[config.mk]
export PLATFORM = sky130hd
export DESIGN_NAME = snn_inference_ctrl_flat
export DESIGN_NICKNAME = d
export VERILOG_FILES = /design/src/rtl/snn_inference_ctrl_pkg.sv /design/src/rtl/snn_inference_ctrl_if.sv /design/src/rtl/snn_inference_ctrl_argmax_scan.sv /design/src/rtl/snn_inference_ctrl.sv /design/src/flat_wrapper.sv
export SDC_FILE = /design/constraint.sdc
export NUM_CORES = 1
export LEC_CHECK = 0
export CORE_UTILIZATION = 50
export CTS_CLUSTER_SIZE = 25
export DETAILED_ROUTE_END_ITERATION = 10
export PLACE_DENSITY_LB_ADDON = 0.3
export SKIP_CTS_REPAIR_TIMING = 1
export SLEW_MARGIN = 20
export SYNTH_ARGS = -nofsm -noshare
export SYNTH_HDL_FRONTEND = slang
export SYNTH_SLANG_ARGS = --single-unit
[constraint.sdc]
create_clock -name clk -period 4.65 [get_ports clk]
set_input_delay 1.1625 -clock clk [delete_from_list [all_inputs] [get_ports clk]]
set_output_delay 1.1625 -clock clk [all_outputs]
set_load 0.01 [all_outputs]
[src/rtl/snn_inference_ctrl_pkg.sv]
// Shared types and helpers for the spiking-network inference controller.
// Holds the FSM state encoding, default geometry and the saturating counter step.
package snn_ctrl_pkg;

    localparam int DEF_IN_W    = 8;
    localparam int DEF_OUT_W   = 8;
    localparam int DEF_NET_LAT = 2;
    localparam int DEF_STEP_W  = 8;
    localparam int DEF_CNT_W   = 8;

    typedef enum logic [2:0] {
        ST_IDLE,
        ST_CLEAR,
        ST_STEP,
        ST_WAIT,
        ST_SCAN,
        ST_DONE
    } state_t;

    // Callers zero-extend into 32 bits and truncate the result back to their width.
    function automatic logic [31:0] sat_inc(input logic [31:0] v, input logic [31:0] max_v);
        return (v >= max_v) ? v : v + 32'd1;
    endfunction

endpackage

[src/rtl/snn_inference_ctrl_if.sv]
// Host-side sample/result handshakes plus the layer-chain control bus.
// master = the controller's view; slave = host and network side.
interface snn_inference_ctrl_if
    import snn_ctrl_pkg::*;
#(
    parameter int IN_W   = DEF_IN_W,
    parameter int OUT_W  = DEF_OUT_W,
    parameter int STEP_W = DEF_STEP_W,
    parameter int CNT_W  = DEF_CNT_W
);
    logic                     in_valid;
    logic                     in_ready;
    logic [IN_W-1:0]          in_spike;
    logic [STEP_W-1:0]        in_steps;
    logic                     in_early;
    logic                     net_clear;
    logic                     net_step;
    logic [IN_W-1:0]          net_spike_in;
    logic [OUT_W-1:0]         net_spike_out;
    logic                     res_valid;
    logic                     res_ready;
    logic [$clog2(OUT_W)-1:0] res_class;
    logic [CNT_W-1:0]         res_count;
    logic                     res_tie;
    logic [STEP_W-1:0]        res_steps;

    modport master (
        input  in_valid, in_spike, in_steps, in_early, net_spike_out, res_ready,
        output in_ready, net_clear, net_step, net_spike_in,
               res_valid, res_class, res_count, res_tie, res_steps
    );

    modport slave (
        output in_valid, in_spike, in_steps, in_early, net_spike_out, res_ready,
        input  in_ready, net_clear, net_step, net_spike_in,
               res_valid, res_class, res_count, res_tie, res_steps
    );

endinterface

[src/rtl/snn_inference_ctrl_argmax_scan.sv]
// Sequential argmax over N counters, one index per cycle; lowest index wins ties.
// Latency: N cycles after the start pulse, done is high during the last one.
// Backpressure: none; start is only issued by the controller while idle.
module snn_argmax_scan #(
    parameter int N     = 8,
    parameter int CNT_W = 8,
    parameter int IDX_W = $clog2(N)
) (
    input  logic             clk,
    input  logic             reset_n,
    input  logic             start,
    input  logic [CNT_W-1:0] cnt,
    output logic [IDX_W-1:0] idx,
    output logic             done,
    output logic [CNT_W-1:0] max_cnt,
    output logic [IDX_W-1:0] max_idx,
    output logic             tie
);
    localparam logic [IDX_W-1:0] LAST = IDX_W'(N - 1);

    logic busy;

    always_ff @(posedge clk or negedge reset_n) begin
        if (!reset_n) begin
            busy    <= 1'b0;
            idx     <= '0;
            max_cnt <= '0;
            max_idx <= '0;
            tie     <= 1'b0;
        end else if (start) begin
            busy <= 1'b1;
            idx  <= '0;
        end else if (busy) begin
            if (idx == '0) begin
                max_cnt <= cnt;
                max_idx <= '0;
                tie     <= 1'b0;
            end else if (cnt > max_cnt) begin
                max_cnt <= cnt;
                max_idx <= idx;
                tie     <= 1'b0;
            end else if (cnt == max_cnt) begin
                tie <= 1'b1;
            end
            if (idx == LAST) busy <= 1'b0;
            else             idx  <= idx + 1'b1;
        end
    end

    assign done = busy && (idx == LAST);

endmodule

[src/rtl/snn_inference_ctrl.sv]
// Sequences one inference: clear membranes, T net steps, count output spikes, argmax.
// Latency: result valid after 1 + S*(1+NET_LAT) + OUT_W edges from the accept edge.
// Backpressure: in_ready only in IDLE; the result is held in DONE until res_ready.
module snn_inference_ctrl
    import snn_ctrl_pkg::*;
#(
    parameter int IN_W    = DEF_IN_W,
    parameter int OUT_W   = DEF_OUT_W,
    parameter int NET_LAT = DEF_NET_LAT,
    parameter int STEP_W  = DEF_STEP_W,
    parameter int CNT_W   = DEF_CNT_W
) (
    input  logic                  clk,
    input  logic                  reset_n,
    snn_inference_ctrl_if.master  bus
);
    localparam int          CLS_W   = $clog2(OUT_W);
    localparam int          WAIT_W  = (NET_LAT > 1) ? $clog2(NET_LAT) : 1;
    localparam logic [31:0] CNT_MAX = (32'd1 << CNT_W) - 32'd1;

    state_t              state_q, state_d;
    logic [WAIT_W-1:0]   wait_q;
    logic [STEP_W-1:0]   steps_q;
    logic [STEP_W-1:0]   steps_done_q;
    logic [STEP_W-1:0]   steps_next;
    logic                early_q;
    logic [IN_W-1:0]     spike_q;
    logic [CNT_W-1:0]    cnt_q [OUT_W];

    logic                in_ready, net_clear, net_step, res_valid, scan_start;
    logic                scan_done;
    logic [CLS_W-1:0]    scan_idx;
    logic [CNT_W-1:0]    scan_cnt;
    logic [CLS_W-1:0]    res_class_q;
    logic [CNT_W-1:0]    res_count_q;
    logic                res_tie_q;

    assign steps_next = steps_done_q + STEP_W'(1);

    always_comb begin
        state_d    = state_q;
        in_ready   = 1'b0;
        net_clear  = 1'b0;
        net_step   = 1'b0;
        res_valid  = 1'b0;
        scan_start = 1'b0;
        case (state_q)
            ST_IDLE: begin
                in_ready = 1'b1;
                if (bus.in_valid) state_d = ST_CLEAR;
            end
            ST_CLEAR: begin
                net_clear = 1'b1;
                state_d   = ST_STEP;
            end
            ST_STEP: begin
                net_step = 1'b1;
                state_d  = ST_WAIT;
            end
            ST_WAIT: begin
                // Only the final wait cycle sees valid network output.
                if (wait_q == '0) begin
                    if ((steps_next == steps_q) || (early_q && (|bus.net_spike_out))) begin
                        state_d    = ST_SCAN;
                        scan_start = 1'b1;
                    end else begin
                        state_d = ST_STEP;
                    end
                end
            end
            ST_SCAN: begin
                if (scan_done) state_d = ST_DONE;
            end
            ST_DONE: begin
                res_valid = 1'b1;
                if (bus.res_ready) state_d = ST_IDLE;
            end
            default: state_d = ST_IDLE;
        endcase
    end

    always_ff @(posedge clk or negedge reset_n) begin
        if (!reset_n) begin
            state_q      <= ST_IDLE;
            wait_q       <= '0;
            steps_q      <= '0;
            steps_done_q <= '0;
            early_q      <= 1'b0;
            spike_q      <= '0;
            for (int i = 0; i < OUT_W; i++) cnt_q[i] <= '0;
        end else begin
            state_q <= state_d;
            case (state_q)
                ST_IDLE: begin
                    if (bus.in_valid) begin
                        spike_q <= bus.in_spike;
                        steps_q <= (bus.in_steps == '0) ? STEP_W'(1) : bus.in_steps;
                        early_q <= bus.in_early;
                    end
                end
                ST_CLEAR: begin
                    steps_done_q <= '0;
                    for (int i = 0; i < OUT_W; i++) cnt_q[i] <= '0;
                end
                ST_STEP: wait_q <= WAIT_W'(NET_LAT - 1);
                ST_WAIT: begin
                    if (wait_q != '0) begin
                        wait_q <= wait_q - 1'b1;
                    end else begin
                        steps_done_q <= steps_next;
                        for (int i = 0; i < OUT_W; i++) begin
                            if (bus.net_spike_out[i])
                                cnt_q[i] <= CNT_W'(sat_inc(32'(cnt_q[i]), CNT_MAX));
                        end
                    end
                end
                default: ;
            endcase
        end
    end

    assign scan_cnt = cnt_q[scan_idx];

    snn_argmax_scan #(
        .N     (OUT_W),
        .CNT_W (CNT_W),
        .IDX_W (CLS_W)
    ) u_scan (
        .clk     (clk),
        .reset_n (reset_n),
        .start   (scan_start),
        .cnt     (scan_cnt),
        .idx     (scan_idx),
        .done    (scan_done),
        .max_cnt (res_count_q),
        .max_idx (res_class_q),
        .tie     (res_tie_q)
    );

    assign bus.in_ready     = in_ready;
    assign bus.net_clear    = net_clear;
    assign bus.net_step     = net_step;
    assign bus.net_spike_in = spike_q;
    assign bus.res_valid    = res_valid;
    assign bus.res_class    = res_class_q;
    assign bus.res_count    = res_count_q;
    assign bus.res_tie      = res_tie_q;
    assign bus.res_steps    = steps_done_q;

endmodule
[src/flat_wrapper.sv]
// flat-port wrapper written by rule: the top's interface ports become plain ports
module snn_inference_ctrl_flat import snn_ctrl_pkg::*;
#(
    parameter int IN_W    = DEF_IN_W,
    parameter int OUT_W   = DEF_OUT_W,
    parameter int NET_LAT = DEF_NET_LAT,
    parameter int STEP_W  = DEF_STEP_W,
    parameter int CNT_W   = DEF_CNT_W
)
  (clk, reset_n, bus_in_valid, bus_in_spike, bus_in_steps, bus_in_early, bus_net_spike_out, bus_res_ready, bus_in_ready, bus_net_clear, bus_net_step, bus_net_spike_in, bus_res_valid, bus_res_class, bus_res_count, bus_res_tie, bus_res_steps);
  snn_inference_ctrl_if #(.IN_W(IN_W), .OUT_W(OUT_W), .STEP_W(STEP_W), .CNT_W(CNT_W)) bus_i ();
  input  logic clk;
  input  logic reset_n;
  input wire logic [$bits(bus_i.in_valid)-1:0] bus_in_valid;
  input wire logic [$bits(bus_i.in_spike)-1:0] bus_in_spike;
  input wire logic [$bits(bus_i.in_steps)-1:0] bus_in_steps;
  input wire logic [$bits(bus_i.in_early)-1:0] bus_in_early;
  input wire logic [$bits(bus_i.net_spike_out)-1:0] bus_net_spike_out;
  input wire logic [$bits(bus_i.res_ready)-1:0] bus_res_ready;
  output wire logic [$bits(bus_i.in_ready)-1:0] bus_in_ready;
  output wire logic [$bits(bus_i.net_clear)-1:0] bus_net_clear;
  output wire logic [$bits(bus_i.net_step)-1:0] bus_net_step;
  output wire logic [$bits(bus_i.net_spike_in)-1:0] bus_net_spike_in;
  output wire logic [$bits(bus_i.res_valid)-1:0] bus_res_valid;
  output wire logic [$bits(bus_i.res_class)-1:0] bus_res_class;
  output wire logic [$bits(bus_i.res_count)-1:0] bus_res_count;
  output wire logic [$bits(bus_i.res_tie)-1:0] bus_res_tie;
  output wire logic [$bits(bus_i.res_steps)-1:0] bus_res_steps;
  assign bus_i.in_valid = bus_in_valid;
  assign bus_i.in_spike = bus_in_spike;
  assign bus_i.in_steps = bus_in_steps;
  assign bus_i.in_early = bus_in_early;
  assign bus_i.net_spike_out = bus_net_spike_out;
  assign bus_i.res_ready = bus_res_ready;
  assign bus_in_ready = bus_i.in_ready;
  assign bus_net_clear = bus_i.net_clear;
  assign bus_net_step = bus_i.net_step;
  assign bus_net_spike_in = bus_i.net_spike_in;
  assign bus_res_valid = bus_i.res_valid;
  assign bus_res_class = bus_i.res_class;
  assign bus_res_count = bus_i.res_count;
  assign bus_res_tie = bus_i.res_tie;
  assign bus_res_steps = bus_i.res_steps;
  snn_inference_ctrl #(.IN_W(IN_W), .OUT_W(OUT_W), .NET_LAT(NET_LAT), .STEP_W(STEP_W), .CNT_W(CNT_W)) u_core (.clk(clk), .reset_n(reset_n), .bus(bus_i));
endmodule
==> impl_results.md, run 1 <==
- Vias in the first global route: 4591
- GP Congestion: 0.902
- Worst hold stages: 1
- Fraction of layout cells with a size suffix above 1: 0.125
- Max-cap viol count: 0
- Pwr dens: between 300 and 400 mW/mm2
- Area occupied by multi-input gates: 0.00326 mm2
- CP required: around 4.9 ns
- Final instance area: ~0.0072 mm2
- Post-Layout Cell Count: 832
- Grt ovf: 0
- Share of power burned in registers: 0.519
- Total Wirelength: 14.6 mm
- Clock network fraction of design power: 0.295
- FF-to-FF path depth: 9
- Critical path depth: 9
- Number of flops mapped to enable cells by yosys: 0
- Startpoint type of the worst setup path: flip-flop
- Number of synthesized register bits: 109
- Initial Utilization: 0.513
- Detailed Route Iter0 Violations: 459
- Synth cell types: 61
- Critical path class: flip-flop to flip-flop
- Hold Path Class: flip-flop to flip-flop
- Switching fraction of total power: 0.317
- Io pins: approximately 60
- Leakage: 3.04 nW
- Clk_lat worst skew: ~0.36 ns
- Crit path max-delay cell type: dfrtp_1
- Final ANT Viol Nets: 0
- Vias per cell: 5.84
- Clk root buf: clkbuf_16
- Worst-path cell chain: mux4_2, mux2_2, ha_1, nand4_1, and3_1, a22oi_1, o2111a_1, a22o_4, mux2_2
- Max Clock Skew: 0.0118 ns
- Final routed DRC violation total: 0
- Buf/Inv on CP: 0
- Area Growth Syn to Fin: 16.7%
- Initial antenna violation count: 0
- Core Box Area: 0.0121 mm2
- Most common cell after layout, fill and taps aside: dfrtp_1
- Power consumption: around 2.6 mW
- Avg Cell Area, Syn: 10.2 um2
- Crit. End Element: flip-flop
- RSZ-0062 raised after global routing: false
- FFs w/ async S/R, synth: 1.00
- Hold EP: u_core.bus.net_spike_in[5]
- CTS clk-pin slew, worst paths: about 0.07 ns
- Largest net degree at the start of global routing: 80
- First-pass GRT wire length: 24.0 mm
- Fin Setup TNS: 0 ns
- Final Hold Viols: 0
- Top_reg_cell synth: dfrtp_1
- Netlist Area Pre-Place: 0.00619 mm2
- Status: finished, final reports clean
- Register area share after synthesis: 0.441
- Final #Nets: 708
- Crit path largest cell delay: 0.83 ns
- Overall die height: approximately 110 um
- # setup viols final: 0
- Clk sinks: roughly 110
- DRT Pass-1 Iters: 5
- Chip width: 113 um
- Final min period: 3.52 ns
- TritonCTS clock tree: done
- Most frequent CP cell: mux2_2
- CP top delay family: multiplexers
- Final hold slack: roughly 0.51 ns
- VDD IR max: 0.000242 V
- CP max FO: 19
- Ant. Diodes: 0
- CTS H-tree depth: 3
- GRT Total Usage: 0.242
- Area after DPL: 0.00693 mm2
- FMAX: about 0.28 GHz
- Net Count, Synth: 656
- Combinational power share: 0.185
- FP Rows: 40
- Reg2Reg Setup Slack: between 1 and 1.5 ns
- Die area: roughly 0.013 mm2
- Beginning of the worst hold path: u_core.bus.net_spike_in[5]
- DR WL/cell: 17.6 um
- DP Wirelength: 10.7 mm
- Slew Limit Fails: 0
- Switching power: 0.830 mW
- Register Area: 0.00273 mm2
- P_int: 1.79 mW
- Vias: 4863
- Gate Count Post-Synth: 607
- Worst r2r src: u_core.u_scan.idx[1]
- Relative slew margins: 0.311
- Clock buffer depth: 2
- Fillers: 1013
- Most frequent cells in the layout: 108 x dfrtp_1, 69 x nor2_1, 63 x nand2_1
- CP arrival: around 3.8 ns
- Placed cell count: 816
- CTS Buf Count: 9
- Yosys warning count: 0
- PortBufs: 60
- Worst Tran Pin Value: just over 1 ns
- RR Endpoint: u_core.u_scan.max_idx[2]
- Final Cycle Share: 0.757
## Yosys cell counts (2+ instances only)
cell | count | share of area
dfrtp_1 | 109 | 0.44
nor2b_1 | 10 | 0.010
ha_1 | 20 | 0.040
inv_1 | 24 | 0.015
clkbuf_1 | 12 | 0.0073
xor2_1 | 31 | 0.044
buf_2 | 10 | 0.0081
nand3_1 | 31 | 0.025
mux2_2 | 24 | 0.044
xnor2_1 | 17 | 0.024
and3_1 | 5 | 0.0051
or3_1 | 2 | 0.0020
o22ai_1 | 3 | 0.0030
nor4_1 | 4 | 0.0040
nand4_1 | 11 | 0.011
o41ai_1 | 3 | 0.0042
a21oi_1 | 18 | 0.015
a31oi_1 | 2 | 0.0020
o211ai_1 | 2 | 0.0024
o31ai_1 | 16 | 0.019
mux2i_1 | 5 | 0.0081
nor2_1 | 71 | 0.043
o21ai_0 | 31 | 0.025
mux2_4 | 6 | 0.015
mux4_2 | 16 | 0.058
nand2_1 | 63 | 0.038
and2_1 | 2 | 0.0020
nand2b_1 | 14 | 0.014
a32o_1 | 5 | 0.0081
nor3_1 | 5 | 0.0040
a2111oi_0 | 2 | 0.0028
a2111oi_2 | 4 | 0.0097
## through the flow
| stage | util | setup WS [ns] |
|---|---|---|
| 2_1_floorplan | - | 1.17 |
| 3_3_place_gp | 0.574 | 0.979 |
| 3_5_place_dp | 0.574 | 0.853 |
| 4_1_cts | 0.598 | 0.848 |
| 5_1_grt | 0.599 | 0.952 |
| 6_report | 0.599 | 1.13 |
## how the worst max path moves through the flow
stage | from | end | slack (ns)
global placement | u_core.u_scan.idx[0] | u_core.u_scan.max_cnt[4] | 0.98
CTS | u_core.u_scan.idx[0] | u_core.u_scan.max_cnt[2] | 0.85
finish | u_core.u_scan.idx[1] | u_core.u_scan.max_idx[2] | 1.13
floorplan | u_core.u_scan.idx[0] | u_core.u_scan.max_cnt[1] | 1.17
detailed placement | bus_net_spike_out[0] | u_core.u_scan.max_idx[2] | 0.85
global route | u_core.u_scan.idx[1] | u_core.u_scan.max_idx[2] | 0.95
## power by group through the flow
stage | clock [mW] | sequential, mW | combinational, mW
finish | 0.772 | 1.36 | 0.485
global route | 0.822 | 1.38 | 0.549
CTS | 0.787 | 1.35 | 0.486
detailed placement | 0 | 1.36 | 0.481
global placement | 0 | 1.36 | 0.463
floorplan | 0 | 1.27 | 0.366
## worst register-to-register path: stages (launching register included)
cell      delay (ns)
dfrtp_1         0.83
mux4_2          0.60
mux2_2          0.29
ha_1            0.30
nand4_1         0.14
and3_1          0.21
a22oi_1         0.19
o2111a_1        0.24
a22o_4          0.24
mux2_2          0.36
## flip-flops by register name (all words and copies together) (netlist names)
register,flops
u_core.bus.res_steps,8
u_core.u_scan.busy,1
u_core.bus.net_spike_in,8
u_core.u_scan.max_idx,3
u_core.early_q,1
u_core.wait_q,1
u_core.u_scan.max_cnt,8
u_core.u_scan.tie,1
u_core.u_scan.idx,3
u_core.state_q,3
u_core.cnt_q,64
u_core.steps_q,8
## layer usage
| layer | track usage | vias up | wire length (um) |
|---|---|---|---|
| met1 | 0.342 | 2378 | 6560 |
| li1 | - | 2270 | - |
| met4 | 0.0833 | 0 | 367 |
| met5 | 0 | - | 0 |
| met3 | 0.0616 | 27 | 1170 |
| met2 | 0.363 | 188 | 6550 |
## area by class of cell
| cell class | count | share of cell area |
|---|---|---|
| timing repair buffer | 65 | 0.0880 |
| clock inverter | 5 | 0.00693 |
| inverter | 24 | 0.0125 |
| sequential | 109 | 0.378 |
| clock buffer | 11 | 0.0336 |
| tap | 168 | 0.0291 |
| multi-input combinational | 450 | 0.452 |
## kinds of logic after synthesis
family / after synthesis / synth area share
buffers and inverters: 48 / 0.0330
adders and majority gates: 20 / 0.0404
xor gates and xnor gates: 48 / 0.0679
AOI/OAI and AO/OA: 105 / 0.124
muxes: 51 / 0.125
DFF: 109 / 0.441
and+or+nand+nor: 226 / 0.170
Note: power is estimated with default switching activity, not from simulation.
==> run 2, diff against run 1 <==
==> constraint.sdc (replaced) <==
create_clock -name clk -period 3.5 [get_ports clk]
set_input_delay 0.875 -clock clk [delete_from_list [all_inputs] [get_ports clk]]
set_output_delay 0.875 -clock clk [all_outputs]
set_load 0.01 [all_outputs]
==> impl_results.md, run 2 (synthesis gave the netlist of run 1 again) <==
- Hold Path Class: flip-flop to flip-flop (unchanged)
- Crit. End Element: flip-flop (unchanged)
- # setup viols final: 0 (unchanged)
- Area after DPL: 0.00699 mm2 (was 0.00693 mm2)
- Status: finished, final reports clean (unchanged)
- CTS H-tree depth: 3 (unchanged)
- Buf/Inv on CP: 1 (was 0)
- Clk sinks: 109 (unchanged)
- Register Area: 0.00273 mm2 (about the same)
- Final instance area: 0.00727 mm2 (was 0.00722 mm2)
- CTS clk-pin slew, worst paths: 0.07 ns (about the same)
- Relative slew margins: 0.469 (was 0.311)
- Clk root buf: clkbuf_16 (unchanged)
- Max-cap viol count: 0 (unchanged)
- Final min period: 3.28 ns (was 3.52 ns)
- DR WL/cell: 18.3 um (was 17.6 um)
- Worst Tran Pin Value: 0.777 ns (was 1.03 ns)
- Startpoint type of the worst setup path: flip-flop (unchanged)
- Ant. Diodes: 0 (unchanged)
- VDD IR max: 0.000205 V (was 0.000242 V)
- CP top delay family: multiplexers (unchanged)
- Most common cell after layout, fill and taps aside: dfrtp_1 (unchanged)
- Final routed DRC violation total: 0 (unchanged)
- Final ANT Viol Nets: 0 (unchanged)
- Initial Utilization: 0.513 (unchanged)
- PortBufs: 60 (unchanged)
- TritonCTS clock tree: done (unchanged)
- Initial antenna violation count: 0 (unchanged)
- Area Growth Syn to Fin: 17.5% (was 16.7%)
- First-pass GRT wire length: 24.9 mm (was 24.0 mm)
- Vias per cell: 5.92 (was 5.84)
- Final #Nets: 713 (was 708)
- Area occupied by multi-input gates: 0.00326 mm2 (unchanged)
- Most flops, register: u_core.cnt_q (unchanged)
- FMAX: 0.305 GHz (was 0.284 GHz)
- Chip width: 113 um (unchanged)
- GRT Total Usage: 0.252 (was 0.242)
- GP Congestion: 0.873 (was 0.902)
- Detailed Route Iter0 Violations: 491 (was 459)
- FP Rows: 40 (unchanged)
- Die area: 0.0128 mm2 (unchanged)
- Most frequent cells in the layout: 109 x dfrtp_1, 69 x nor2_1, 63 x nand2_1 (was 108 x dfrtp_1, 69 x nor2_1, 63 x nand2_1)
- DP Wirelength: 11.2 mm (was 10.7 mm)
- Power consumption: 3.48 mW (was 2.62 mW)
- Slew Limit Fails: 0 (unchanged)
- Leakage: 3.06 nW (was 3.04 nW)
- Total Wirelength: 15.3 mm (was 14.6 mm)
- Final Cycle Share: 0.936 (was 0.757)
- Largest net degree at the start of global routing: 49 (was 80)
- Worst hold stages: 1 (unchanged)
- DRT Pass-1 Iters: 5 (unchanged)
- Vias in the first global route: 4838 (was 4591)
- CP required: 3.74 ns (was 4.89 ns)
- Vias: 4952 (was 4863)
- Final Hold Viols: 0 (unchanged)
- RSZ-0062 raised after global routing: false (unchanged)
- Core Box Area: 0.0121 mm2 (unchanged)
- Io pins: 61 (unchanged)
- Fin Setup TNS: 0 ns (unchanged)
- Overall die height: 113 um (unchanged)
- CP arrival: 3.52 ns (was 3.75 ns)
- Most frequent CP cell: mux2_2 (unchanged)
- Worst-path cell chain: buf_12, mux4_2, mux2_2, ha_1, nand4_1, and3_1, a22oi_1, o2111a_1, a22o_4, mux2_2 (was mux4_2, mux2_2, ha_1, nand4_1, and3_1, a22oi_1, o2111a_1, a22o_4, mux2_2)
- Largest register FFs: 64 (unchanged)
- Pwr dens: 478 mW/mm2 (was 362 mW/mm2)
- Crit path largest cell delay: 0.52 ns (was 0.83 ns)
- CTS Buf Count: 9 (unchanged)
- Critical path class: flip-flop to flip-flop (unchanged)
- FF-to-FF path depth: 10 (was 9)
- CP max FO: 20 (was 19)
- Critical path depth: 10 (was 9)
- Fraction of layout cells with a size suffix above 1: 0.127 (was 0.125)
- Clk_lat worst skew: 0.35 ns (was 0.36 ns)
- Max Clock Skew: 0.00445 ns (was 0.0118 ns)
- Grt ovf: 0 (unchanged)
- Fillers: 996 (was 1013)
- Crit path max-delay cell type: mux4_2 (was dfrtp_1)
- Clock buffer depth: 2 (unchanged)
[run 2: cell count changes in the layout (fill, tap and decap cells not counted), sizes merged]
cell    previous run  this run
buf                6        11
clkinv             4         3
clkbuf            11        12
[run 2: power by group]
part           total (mW)  internal, mW  switching, mW
Sequential           1.80          1.47          0.331
Combinational       0.663         0.337          0.326
Clock                1.02         0.555          0.461
Total                3.48          2.36           1.12
[run 2: final cells by class]
class / instances / share of cell area
Clock inverter: 4 / 0.00671
Tap cell: 168 / 0.0289
Inverter: 24 / 0.0124
Timing Repair Buffer: 70 / 0.0960
Multi-Input combinational cell: 450 / 0.448
Sequential cell: 109 / 0.375
Clock buffer: 12 / 0.0325
[run 2: through the flow]
| stage | setup slack, ns | util | cells | hold slack, ns |
|---|---|---|---|---|
| floorplan | 0.0231 | - | 607 | 0.485 |
| global placement | 0.262 | 0.579 | 821 | 0.489 |
| detailed placement | 0.215 | 0.579 | 821 | 0.498 |
| CTS | 0.252 | 0.603 | 837 | 0.513 |
| global route | 0.108 | 0.603 | 837 | 0.528 |
| finish | 0.223 | 0.603 | 837 | 0.508 |
[run 2: per-layer routing]
| layer | global-route usage | vias to the layer above | part of all wire |
|---|---|---|---|
| met5 | 0 | - | 0 |
| met2 | 0.388 | 196 | 0.45 |
| met1 | 0.355 | 2446 | 0.46 |
| li1 | - | 2278 | - |
| met3 | 0.0386 | 32 | 0.062 |
| met4 | 0.111 | 0 | 0.027 |
[run 2: path summary, 6_finish.rpt]
kind,slack (ns),from,to
hold reg to reg,0.51,u_core.bus.net_spike_in[7],u_core.bus.net_spike_in[7]
max in group asynchronous,2.05,reset_n,u_core.cnt_q[16]
setup / recovery,0.22,u_core.u_scan.idx[0],u_core.u_scan.max_idx[2]
hold / removal,0.51,u_core.bus.net_spike_in[7],u_core.bus.net_spike_in[7]
setup reg to reg,0.22,u_core.u_scan.idx[0],u_core.u_scan.max_idx[2]
min in group asynchronous,0.55,reset_n,u_core.bus.net_spike_in[7]
